==> src/rtl/cdb_arbiter.sv <==
// rtl/cdb_arbiter.sv - round-robin CDB arbiter over per-source ALU/MUL result FIFOs.
// Define CDB_BYPASS_EN to let an empty source's input go straight onto the CDB.
module cdb_arbiter #(
  parameter int DEPTH  = 4,
  parameter int REG_W  = 5,
  parameter int TAG_W  = 5,
  parameter int DATA_W = 32
) (
  input  logic              clk,
  input  logic              rst,
  input  logic              we_ALU,
  input  logic [REG_W-1:0]  dst_ALU,
  input  logic [TAG_W-1:0]  tag_ALU,
  input  logic [DATA_W-1:0] data_ALU,
  input  logic              we_MUL,
  input  logic [REG_W-1:0]  dst_MUL,
  input  logic [TAG_W-1:0]  tag_MUL,
  input  logic [DATA_W-1:0] data_MUL,
  output logic              cdb_we,
  output logic [REG_W-1:0]  cdb_dst,
  output logic [TAG_W-1:0]  cdb_tag,
  output logic [DATA_W-1:0] cdb_data,
  output logic              stall_ALU,
  output logic              stall_MUL,
  output logic              ovf
);
  localparam int PW = $clog2(DEPTH);
  localparam int CW = PW + 1;
  localparam int EW = REG_W + TAG_W + DATA_W;

  typedef enum logic {SRC_ALU = 1'b0, SRC_MUL = 1'b1} src_e;

  logic [EW-1:0] mem_q [2][DEPTH];
  logic [PW-1:0] rd_q [2];
  logic [PW-1:0] rd_d [2];
  logic [PW-1:0] wr_q [2];
  logic [PW-1:0] wr_d [2];
  logic [CW-1:0] cnt_q [2];
  logic [CW-1:0] cnt_d [2];
  logic [EW-1:0] in_ent [2];
  src_e          last_q, last_d, gnt_src;
  logic          ovf_q, ovf_d;
  logic          cdb_we_q, cdb_we_d;
  logic [EW-1:0] cdb_ent_q, cdb_ent_d;
  logic [1:0]    in_we, empty, cand, granted, pop, push, drop;
  logic          gnt_any, gsel;

  assign in_we     = {we_MUL, we_ALU};
  assign in_ent[0] = {dst_ALU, tag_ALU, data_ALU};
  assign in_ent[1] = {dst_MUL, tag_MUL, data_MUL};

  always_comb begin
    gnt_src   = SRC_ALU;
    gsel      = 1'b0;
    empty     = '0;
    cand      = '0;
    granted   = '0;
    pop       = '0;
    push      = '0;
    drop      = '0;
    cdb_ent_d = cdb_ent_q;
    for (int s = 0; s < 2; s++) begin
      empty[s] = (cnt_q[s] == '0);
`ifdef CDB_BYPASS_EN
      cand[s]  = !empty[s] || in_we[s];
`else
      cand[s]  = !empty[s];
`endif
    end
    gnt_any = |cand;
    // On a tie the source that did not win last time goes first.
    if (&cand)        gnt_src = (last_q == SRC_MUL) ? SRC_ALU : SRC_MUL;
    else if (cand[1]) gnt_src = SRC_MUL;
    else              gnt_src = SRC_ALU;
    gsel = (gnt_src == SRC_MUL);
    for (int s = 0; s < 2; s++) begin
      granted[s] = gnt_any && (gsel == 1'(s));
      pop[s]     = granted[s] && !empty[s];
      // A granted empty source is a bypass: its input never enters the FIFO.
      push[s]    = in_we[s] && !(granted[s] && empty[s]) &&
                   ((cnt_q[s] != CW'(DEPTH)) || pop[s]);
      drop[s]    = in_we[s] && !(granted[s] && empty[s]) && !push[s];
      cnt_d[s]   = cnt_q[s] + CW'(push[s]) - CW'(pop[s]);
      rd_d[s]    = rd_q[s] + PW'(pop[s]);
      wr_d[s]    = wr_q[s] + PW'(push[s]);
    end
    if (gnt_any) cdb_ent_d = empty[gsel] ? in_ent[gsel] : mem_q[gsel][rd_q[gsel]];
    cdb_we_d = gnt_any;
    last_d   = gnt_any ? gnt_src : last_q;
    ovf_d    = ovf_q || (|drop);
  end

  always_ff @(posedge clk or posedge rst) begin
    if (rst) begin
      for (int s = 0; s < 2; s++) begin
        rd_q[s]  <= '0;
        wr_q[s]  <= '0;
        cnt_q[s] <= '0;
      end
      last_q    <= SRC_MUL;
      ovf_q     <= 1'b0;
      cdb_we_q  <= 1'b0;
      cdb_ent_q <= '0;
    end else begin
      for (int s = 0; s < 2; s++) begin
        rd_q[s]  <= rd_d[s];
        wr_q[s]  <= wr_d[s];
        cnt_q[s] <= cnt_d[s];
      end
      last_q    <= last_d;
      ovf_q     <= ovf_d;
      cdb_we_q  <= cdb_we_d;
      cdb_ent_q <= cdb_ent_d;
    end
  end

  always_ff @(posedge clk) begin
    for (int s = 0; s < 2; s++) begin
      if (push[s]) mem_q[s][wr_q[s]] <= in_ent[s];
    end
  end

  assign cdb_we                       = cdb_we_q;
  assign {cdb_dst, cdb_tag, cdb_data} = cdb_ent_q;
  // Leaves one slot for the result already sitting in the source register.
  assign stall_ALU = (cnt_q[0] >= CW'(DEPTH - 1));
  assign stall_MUL = (cnt_q[1] >= CW'(DEPTH - 1));
  assign ovf       = ovf_q;
endmodule

==> config.mk <==
export PLATFORM = sky130hd
export DESIGN_NAME = cdb_arbiter
export DESIGN_NICKNAME = d
export VERILOG_FILES = /design/src/rtl/cdb_arbiter.sv
export SDC_FILE = /design/constraint.sdc
export NUM_CORES = 1
export LEC_CHECK = 0
export CAP_MARGIN = 15
export CORE_AREA = 2 2 165 167
export DETAILED_ROUTE_END_ITERATION = 16
export DIE_AREA = 0 0 167 169
export PLACE_DENSITY_LB_ADDON = 0.1
export SLEW_MARGIN = 20
export SYNTH_ARGS = -nofsm -noshare
export SYNTH_HDL_FRONTEND = slang
export SYNTH_SLANG_ARGS = --single-unit
export TNS_END_PERCENT = 1
==> constraint.sdc <==
create_clock -name clk -period 11.3 [get_ports clk]
set_clock_uncertainty 0.2 [all_clocks]
set_input_delay 3.39 -clock clk [delete_from_list [all_inputs] [get_ports clk]]
set_output_delay 3.39 -clock clk [all_outputs]
set_load 0.03 [all_outputs]
-- After elaboration in Yosys (flattened, before gate mapping)
Memories as Yosys holds them, arrays and structs flattened.
Index checks and enable logic that the tools add are counted.
- flip-flop bits (word level): 59
- memory bits (writable): 336
- memories kept: 1
- memories (name ; depth ; bits a word ; read ports ; clocked after memory_dff ; write ports ; line ; RTL):
    mem_q ; 2 ; 168 ; 1 ; 0 ; 2 ; 33 ; logic [EW-1:0] mem_q [2][DEPTH];
- $add $sub $neg: 8
- order comparisons: 9
- eq/ne operators: 2
- muxes and demuxes: 23
- bitwise operators: 5
- reduce and logical (&&, ||, !) cells: 28
- operators with widths (kind ; number):
    2-to-1 mux 168 bit ; 2
    2-to-1 mux 42 bit ; 8
    demux 42 bit (select 2 bit) ; 2
    binary-select mux 42 bit (select 2 bit) ; 1
    logical AND 1 bit ; 14
    >= comparator 3 bit (second input constant) ; 3
    NOT 2 -> 3 bit ; 3
    adder 2 x 1 -> 2 bit ; 4
    2-to-1 mux 1 bit ; 7
    adder 3 x 1 -> 3 bit ; 2
    >= comparator 3 x 2 -> 1 bit (second input constant) ; 2
    zero test 1 bit ; 6
    zero test 3 bit ; 2
    < comparator 3 x 1 -> 1 bit (second input constant) ; 2
    2-to-1 mux 2 bit ; 3
    inequality test 3 bit (second input constant) ; 2
    subtractor 3 x 1 -> 3 bit ; 2
    OR reduction 2 bit ; 2
    logical OR 1 bit ; 3
    >= comparator 2 bit (second input constant) ; 1
    < comparator 1 x 2 -> 1 bit (second input constant) ; 1
    NOT 1 -> 2 bit ; 1
    AND reduction 2 bit ; 1
    NOT 1 bit ; 1

-- Logic depth before layout (Yosys ltp)
Gate-level depths: netlist of the first run.
- depth after elaboration: 14
- depth in mapped cells: 11
- depth with buffers taken out: 8

-- Worst setup path before layout of the first run
Ideal clock, no wire load.
- kind: input to register
- from: input we_MUL
- to: memory mem_q[1][100] (netlist name) (enable)
- library setup time: 0.502 ns
- data arrival time: 6.623 ns
- data required time: 10.598 ns
- path slack: 3.975 ns
- stages on the path: 2
- buffers on the path: 0
- cell sequence: o21ai_2 > nor3b_1
- RTL lines (element ; line ; RTL):
    start, declared ; 15 ; input logic we_MUL,
    end, declared ; 33 ;

-- Worst setup path after layout of the first run
- from: register cnt_q[5] (netlist name)
- to: output stall_ALU
- word-level cells in the longest chain between the ends: 1
- ends and longest elaborated chain (element ; line ; RTL):
    start, declared ; 38 ; logic [CW-1:0] cnt_q [2];
    start signal, assigned by index ; 108 ; cnt_q[s] <= cnt_d[s];
    >= comparator 3 x 2 -> 1 bit ; 126 ; assign stall_ALU = (cnt_q[0] >= CW'(DEPTH - 1));
    end, declared ; 23 ; output logic stall_ALU,
Every way passes these cells.

==> results.txt, run 1 <==
Outcome = completed
Reg-to-Reg End = cnt_q[5]$_DFF_PP0_
CP Class = reg2out
Yosys cell types = 35
Most common cell after layout, fill and taps aside = edfxtp_1
Final min period = 5714 ps
Hold_sp = ovf$_DFF_PP0_
Synth Register Bits = 395
P_leak = 0.006285 uW
Register area = 11570 sq um
DIE AREA = 28220 sq um
# IOs = 134
Post-CTS resize count = 0
Fmax achieved = 175.0 MHz
Largest net degree at the start of global routing = 87
Die Width = 167 um
Gr ovfl total = 0
# Post-CTS Setup Buffers = 0
Vias in the first global route = 8031
Worst-skew pair later-pin latency = 530 ps
Min-Delay Path Class = reg2reg
Slowest CP cell = clkdlybuf4s50_1
Layout cells sized above 1 = 0.2251
Post-Synthesis Cells = 757
Setup TNS = 0 ps
First-pass GRT wire length = 46.69 mm
Clk buf depth = 3
DRT Pass-1 Iters = 5
Post-synth top area share = 0.6437
Port bufs = 133
Setup Viol. Count Final = 0
Most frequent cells in the layout = 336 x edfxtp_1, 133 x clkdlybuf4s50_1, 84 x mux4_2
Sequential-to-total area share from yosys stat = 0.7379
Ranking of synthesized cells by area = edfxtp_1 64%, mux4_2 12%, dfrtp_1 9.3%
Final hold slack = 289.3 ps
Maximum VDD drop = 0.2262 mV
Crit share post-route = 0.5057
Avg WL per Cell = 24.41 um
Multi-input logic area = 3820 sq um
Core Region = 26500 sq um
H-tree levels = 2
Yosys warnings = 0
Routed WL = 30.87 mm
Hold Buf Count CTS = 0
CTS Root Cell = clkbuf_16
Final #Nets = 993
Iteration-0 DRC count of the detailed router = 714
Vias = 7744
Starting Density = 0.5915
Hold EP = ovf$_DFF_PP0_
Worst-path cell chain = inv_1 > ha_1 > o21ai_0 > nand2_1 > clkdlybuf4s50_1
Required @ worst endpoint = 7710 ps
Total of max-cap violations = 0
Data arrival, critical path = 2120 ps
All-Layer GR Usage = 0.2193
Reg2Reg Launch Point = last_q$_DFFE_PP1N_
DRC Markers = 0
Normalized max-slew margin = 0.2590
Worst-Margin Slew = 1110 ps
Max incr delay on CP = 620 ps
Yosys top cell by area = edfxtp_1
Final-layout fill cell count = 1613
CTS tree = built
Initial antenna violation count = 0
Mapped Nets = 857
Clock slew seen by the registers of the worst setup and hold paths = 60 ps
Vias per std cell = 6.122
Mapped cell area = 15680 sq um
Worst-path maximum fanout = 4
DIE HEIGHT = 169 um
R2R setup slack = 7730 ps
RSZ-0062 raised after global routing = false
Power density cells = 283.3 nW/um^2
Type of origin of the critical path = flop
Final max-slew violation count = 0
Hold path cells = 1
Syn_area_per_cell = 20.71 sq um
TritonCTS Buffers = 39
FF-to-FF path depth = 7
Final GP Congestion = 0.8057
Fin. Hold Viols = 0
DP HPWL = 19.13 mm
Area grow syn2layout = 17.89%
Antenna diodes = 0
ANT nets after route = 0
Sink Count = 395
Site row count = 60
Critical Path Sink Type = output pin
[stage by stage]
step | utilization | std cells | power (uW) | setup slack (ps) | cell area, sq um
3_3_place_gp | 0.6523 | 1193 | 4024 | 5250 | 17290
2_1_floorplan | - | 757 | 3506 | 3975 | 15680
6_report | 0.6973 | 1265 | 5235 | 5586 | 18480
3_5_place_dp | 0.6526 | 1193 | 4094 | 5207 | 17290
5_1_grt | 0.6973 | 1265 | 5473 | 5496 | 18480
4_1_cts | 0.6969 | 1265 | 5289 | 5532 | 18470
[worst max-delay path by stage]
| stage | startpoint | end | slack, ps | cells after the start |
|---|---|---|---|---|
| final | cnt_q[5]$_DFF_PP0_ | stall_ALU | 5590 | 5 |
| after floorplan | we_MUL | mem_q[1][100]$_DFFE_PP_ | 3970 | 2 |
| after CTS | cnt_q[5]$_DFF_PP0_ | stall_ALU | 5530 | 5 |
| after global placement | we_MUL | mem_q[1][126]$_DFFE_PP_ | 5250 | 4 |
| after global routing | cnt_q[1]$_DFF_PP0_ | stall_MUL | 5500 | 4 |
| after detailed placement | we_MUL | mem_q[1][84]$_DFFE_PP_ | 5210 | 4 |
[sequential cells by signal, indices dropped and copies added (netlist names)]
register	cells
mem_q	336
cdb_ent_q	42
cnt_q	6
rd_q	4
wr_q	4
cdb_we	1
last_q	1
ovf	1
[cell type report]
cell class                 count  area share
sequential                   395      0.6262
multi-input combinational    297      0.2067
timing repair buffer         147     0.07773
clock buffer                  59     0.05965
tap                          341     0.02309
clock inverter                13    0.003995
inverter                      13    0.002641
[cell families (layout without fill, tap and decap cells)]
family | Yosys count | after routing | share of synthesized area
multiplexers | 126 | 126 | 0.1475
adder cells (fa/ha/maj) | 12 | 12 | 0.01054
flip-flops | 395 | 395 | 0.7379
AO/OA/AOI/OAI | 92 | 92 | 0.05675
AND/OR/NAND/NOR | 61 | 61 | 0.02171
buffers and inverters | 65 | 232 | 0.02219
XOR/XNOR | 6 | 6 | 0.003352
[metal layers]
| layer | wire length (um) | global-route usage | up-vias | share of wire |
|---|---|---|---|---|
| met4 | 636 | 0.06559 | 0 | 0.021 |
| li1 | - | - | 3430 | - |
| met5 | 0 | 0 | - | 0 |
| met3 | 1610 | 0.03577 | 37 | 0.052 |
| met2 | 16190 | 0.3816 | 272 | 0.52 |
| met1 | 12440 | 0.2896 | 4005 | 0.40 |
[report_power, final]
part | total (uW) | internal (uW) | switching (uW)
clock | 1180 | 676 | 507
combinational | 1850 | 811 | 1040
sequential | 2200 | 1980 | 215
[synth_stat cells]
cell type,count
mux2i_1,42
edfxtp_1,336
inv_1,10
o31ai_4,1
nor3_1,46
buf_1,4
mux4_2,84
or3_1,1
o31ai_1,1
inv_2,2
nor3b_1,4
fa_1,2
ha_1,10
dfstp_2,1
a211oi_1,46
buf_2,17
dfrtp_1,58
and2_1,1
o21ai_0,2
o21ai_2,1
nand2_1,3
xor2_1,5
clkinv_1,1
buf_4,4
buf_6,9
a211oi_2,38
a211o_1,1
nor3_2,1
a21boi_0,1
a21oi_1,1
nor3_4,1
and3_1,2
xnor2_1,1
or3b_1,2
clkbuf_1,18
[worst max-delay path: cells and delay by family, from the launching register on]
kind / cells / cell delay [ps]
fa+ha+maj: 1 / 180
buf+inv: 2 / 710
compound gates: 1 / 160
simple gates: 1 / 130
flops: 1 / 410
No activity file was read; power rests on OpenSTA's default activity.
==> run 2: changes to the inputs <==
CORE_AREA = 2 2 168 170   (was 2 2 165 167)
DIE_AREA = 0 0 170 172   (was 0 0 167 169)
clock period = 5.3 ns   (was 11.3 ns; I/O delays follow)
==> run 2 against run 1 <==
Net effect: cell count grew 0.71%; clock power rose by 140%; utilization is 1.9 points lower; register-to-register slack got worse by 6000 ps; critical endpoint is now stall_MUL; non-clock buffer count up 1; sequential share of layout area down 0.52 points; die area up 3.6%; critical path depth fell by 1.
==> results.txt, run 2 (synthesis gave the netlist of run 1 again) <==
Outcome = completed (unchanged)
Largest register FFs = 336 (unchanged)
Required @ worst endpoint = 3510 ps (was 7710 ps)
Power density cells = 612.9 nW/um^2 (was 283.3 nW/um^2)
Final max-slew violation count = 0 (unchanged)
Largest net degree at the start of global routing = 86 (was 87)
Die Width = 170 um (was 167 um)
Layout cells sized above 1 = 0.2295 (was 0.2251)
Area grow syn2layout = 18.85% (was 17.89%)
Vias per std cell = 6.086 (was 6.122)
Min-Delay Path Class = reg2reg (unchanged)
Post-CTS resize count = 0 (unchanged)
Hold Buf Count CTS = 0 (unchanged)
Core Util, Final = 0.6781 (was 0.6973)
CP Class = reg2out (unchanged)
Clk buf depth = 3 (unchanged)
Post-layout power = 11420 uW (was 5235 uW)
Maximum VDD drop = 0.4803 mV (was 0.2262 mV)
RSZ-0062 raised after global routing = false (unchanged)
# Post-CTS Setup Buffers = 0 (unchanged)
Sink Count = 395 (unchanged)
Initial antenna violation count = 0 (unchanged)
Iteration-0 DRC count of the detailed router = 703 (was 714)
Port bufs = 133 (unchanged)
Clock slew seen by the registers of the worst setup and hold paths = 60 ps (about the same)
Normalized max-slew margin = 0.2813 (was 0.2590)
Fmax achieved = 257.1 MHz
Vias = 7754 (was 7744)
H-tree levels = 2 (unchanged)
Crit share post-route = 0.7338
Vias in the first global route = 8094 (was 8031)
DP HPWL = 19.55 mm (was 19.13 mm)
Setup Viol. Count Final = 0 (unchanged)
Routed WL = 31.07 mm (was 30.87 mm)
DIE AREA = 29240 sq um (was 28220 sq um)
TritonCTS Buffers = 41 (was 39)
Critical Path Sink Type = output pin (unchanged)
CTS tree = built (unchanged)
First-pass GRT wire length = 47.04 mm (was 46.69 mm)
Final #Nets = 996 (was 993)
DRC Markers = 0 (unchanged)
Type of origin of the critical path = flop (unchanged)
DIE HEIGHT = 172 um (was 169 um)
Worst-Margin Slew = 1078 ps (was 1110 ps)
Most common cell after layout, fill and taps aside = edfxtp_1 (unchanged)
Core Region = 27480 sq um (was 26500 sq um)
ANT nets after route = 0 (unchanged)
Finished Cell Area = 18630 sq um (was 18480 sq um)
DRT Pass-1 Iters = 5 (unchanged)
Worst-path maximum fanout = 6 (was 4)
Fin. Hold Viols = 0 (unchanged)
Starting Density = 0.5705 (was 0.5915)
Worst-skew pair later-pin latency = 530 ps (about the same)
Final min period = 3889 ps
P_leak = 0.006357 uW (was 0.006285 uW)
Site row count = 61 (was 60)
Antenna diodes = 0 (unchanged)
All-Layer GR Usage = 0.2189 (was 0.2193)
Final GP Congestion = 0.7823 (was 0.8057)
Data arrival, critical path = 2100 ps (was 2120 ps)
# IOs = 134 (unchanged)
Placed Instance Area = 17310 sq um (was 17290 sq um)
CTS Root Cell = clkbuf_16 (unchanged)
Gr ovfl total = 0 (unchanged)
Avg WL per Cell = 24.39 um (was 24.41 um)
Most frequent cells in the layout = 336 x edfxtp_1, 133 x clkdlybuf4s50_1, 84 x mux4_2 (unchanged)
Total of max-cap violations = 0 (unchanged)
Final-layout fill cell count = 1768 (was 1613)
-- run 2: worst paths after layout --
path / startpoint / end / slack, ps / cells past startpoint
max in group asynchronous: rst / cdb_ent_q[11]$_DFFE_PP0N_ / 2730 / 3
max: cnt_q[1]$_DFF_PP0_ / stall_MUL / 1410 / 4
min: ovf$_DFF_PP0_ / ovf$_DFF_PP0_ / 350 / 1
min in group asynchronous: rst / cdb_we$_DFF_PP0_ / 1380 / 2
max reg2reg: last_q$_DFFE_PP1N_ / cnt_q[5]$_DFF_PP0_ / 1770 / 7
min reg2reg: ovf$_DFF_PP0_ / ovf$_DFF_PP0_ / 350 / 1
-- run 2: cell type report --
cell class / count / area, sq um / share of cell area
repair buffers: 148 / 1444 / 0.07750
well taps: 346 / 432.9 / 0.02324
multi-input cells: 297 / 3817 / 0.2049
clock inverters: 13 / 140.1 / 0.007522
flip-flops and latches: 395 / 11570 / 0.6210
clock buffers: 62 / 1177 / 0.06320
inverters: 13 / 48.80 / 0.002619
-- run 2: metal layers --
metal	share of wire	GRT usage	up-vias
met5	0	0	-
met1	0.41	0.2882	4038
met2	0.52	0.3828	251
met4	0.018	0.06132	0
li1	-	-	3427
met3	0.049	0.03731	38
-- run 2: through the flow --
stage	setup WS [ps]	setup TNS [ps]	std cells	hold slack (ps)
after CTS	1367	0	1274	361.7
final	1411	0	1274	354.4
after global routing	1269	0	1274	379.5
after floorplan	-216.9	-26180	757	273.1
after detailed placement	1262	0	1199	357.6
after global placement	1332	0	1199	323.0
-- run 2: where the power goes --
part,switching (uW),internal [uW]
sequential,483,4230
combinational,2200,1720
clock,1110,1680
-- run 2: worst max-delay path, cell delays in order, from the launching register on --
cell	delay, ps
dfrtp_1	460
ha_1	230
o21ai_0	160
nand2_1	110
clkdlybuf4s50_1	610
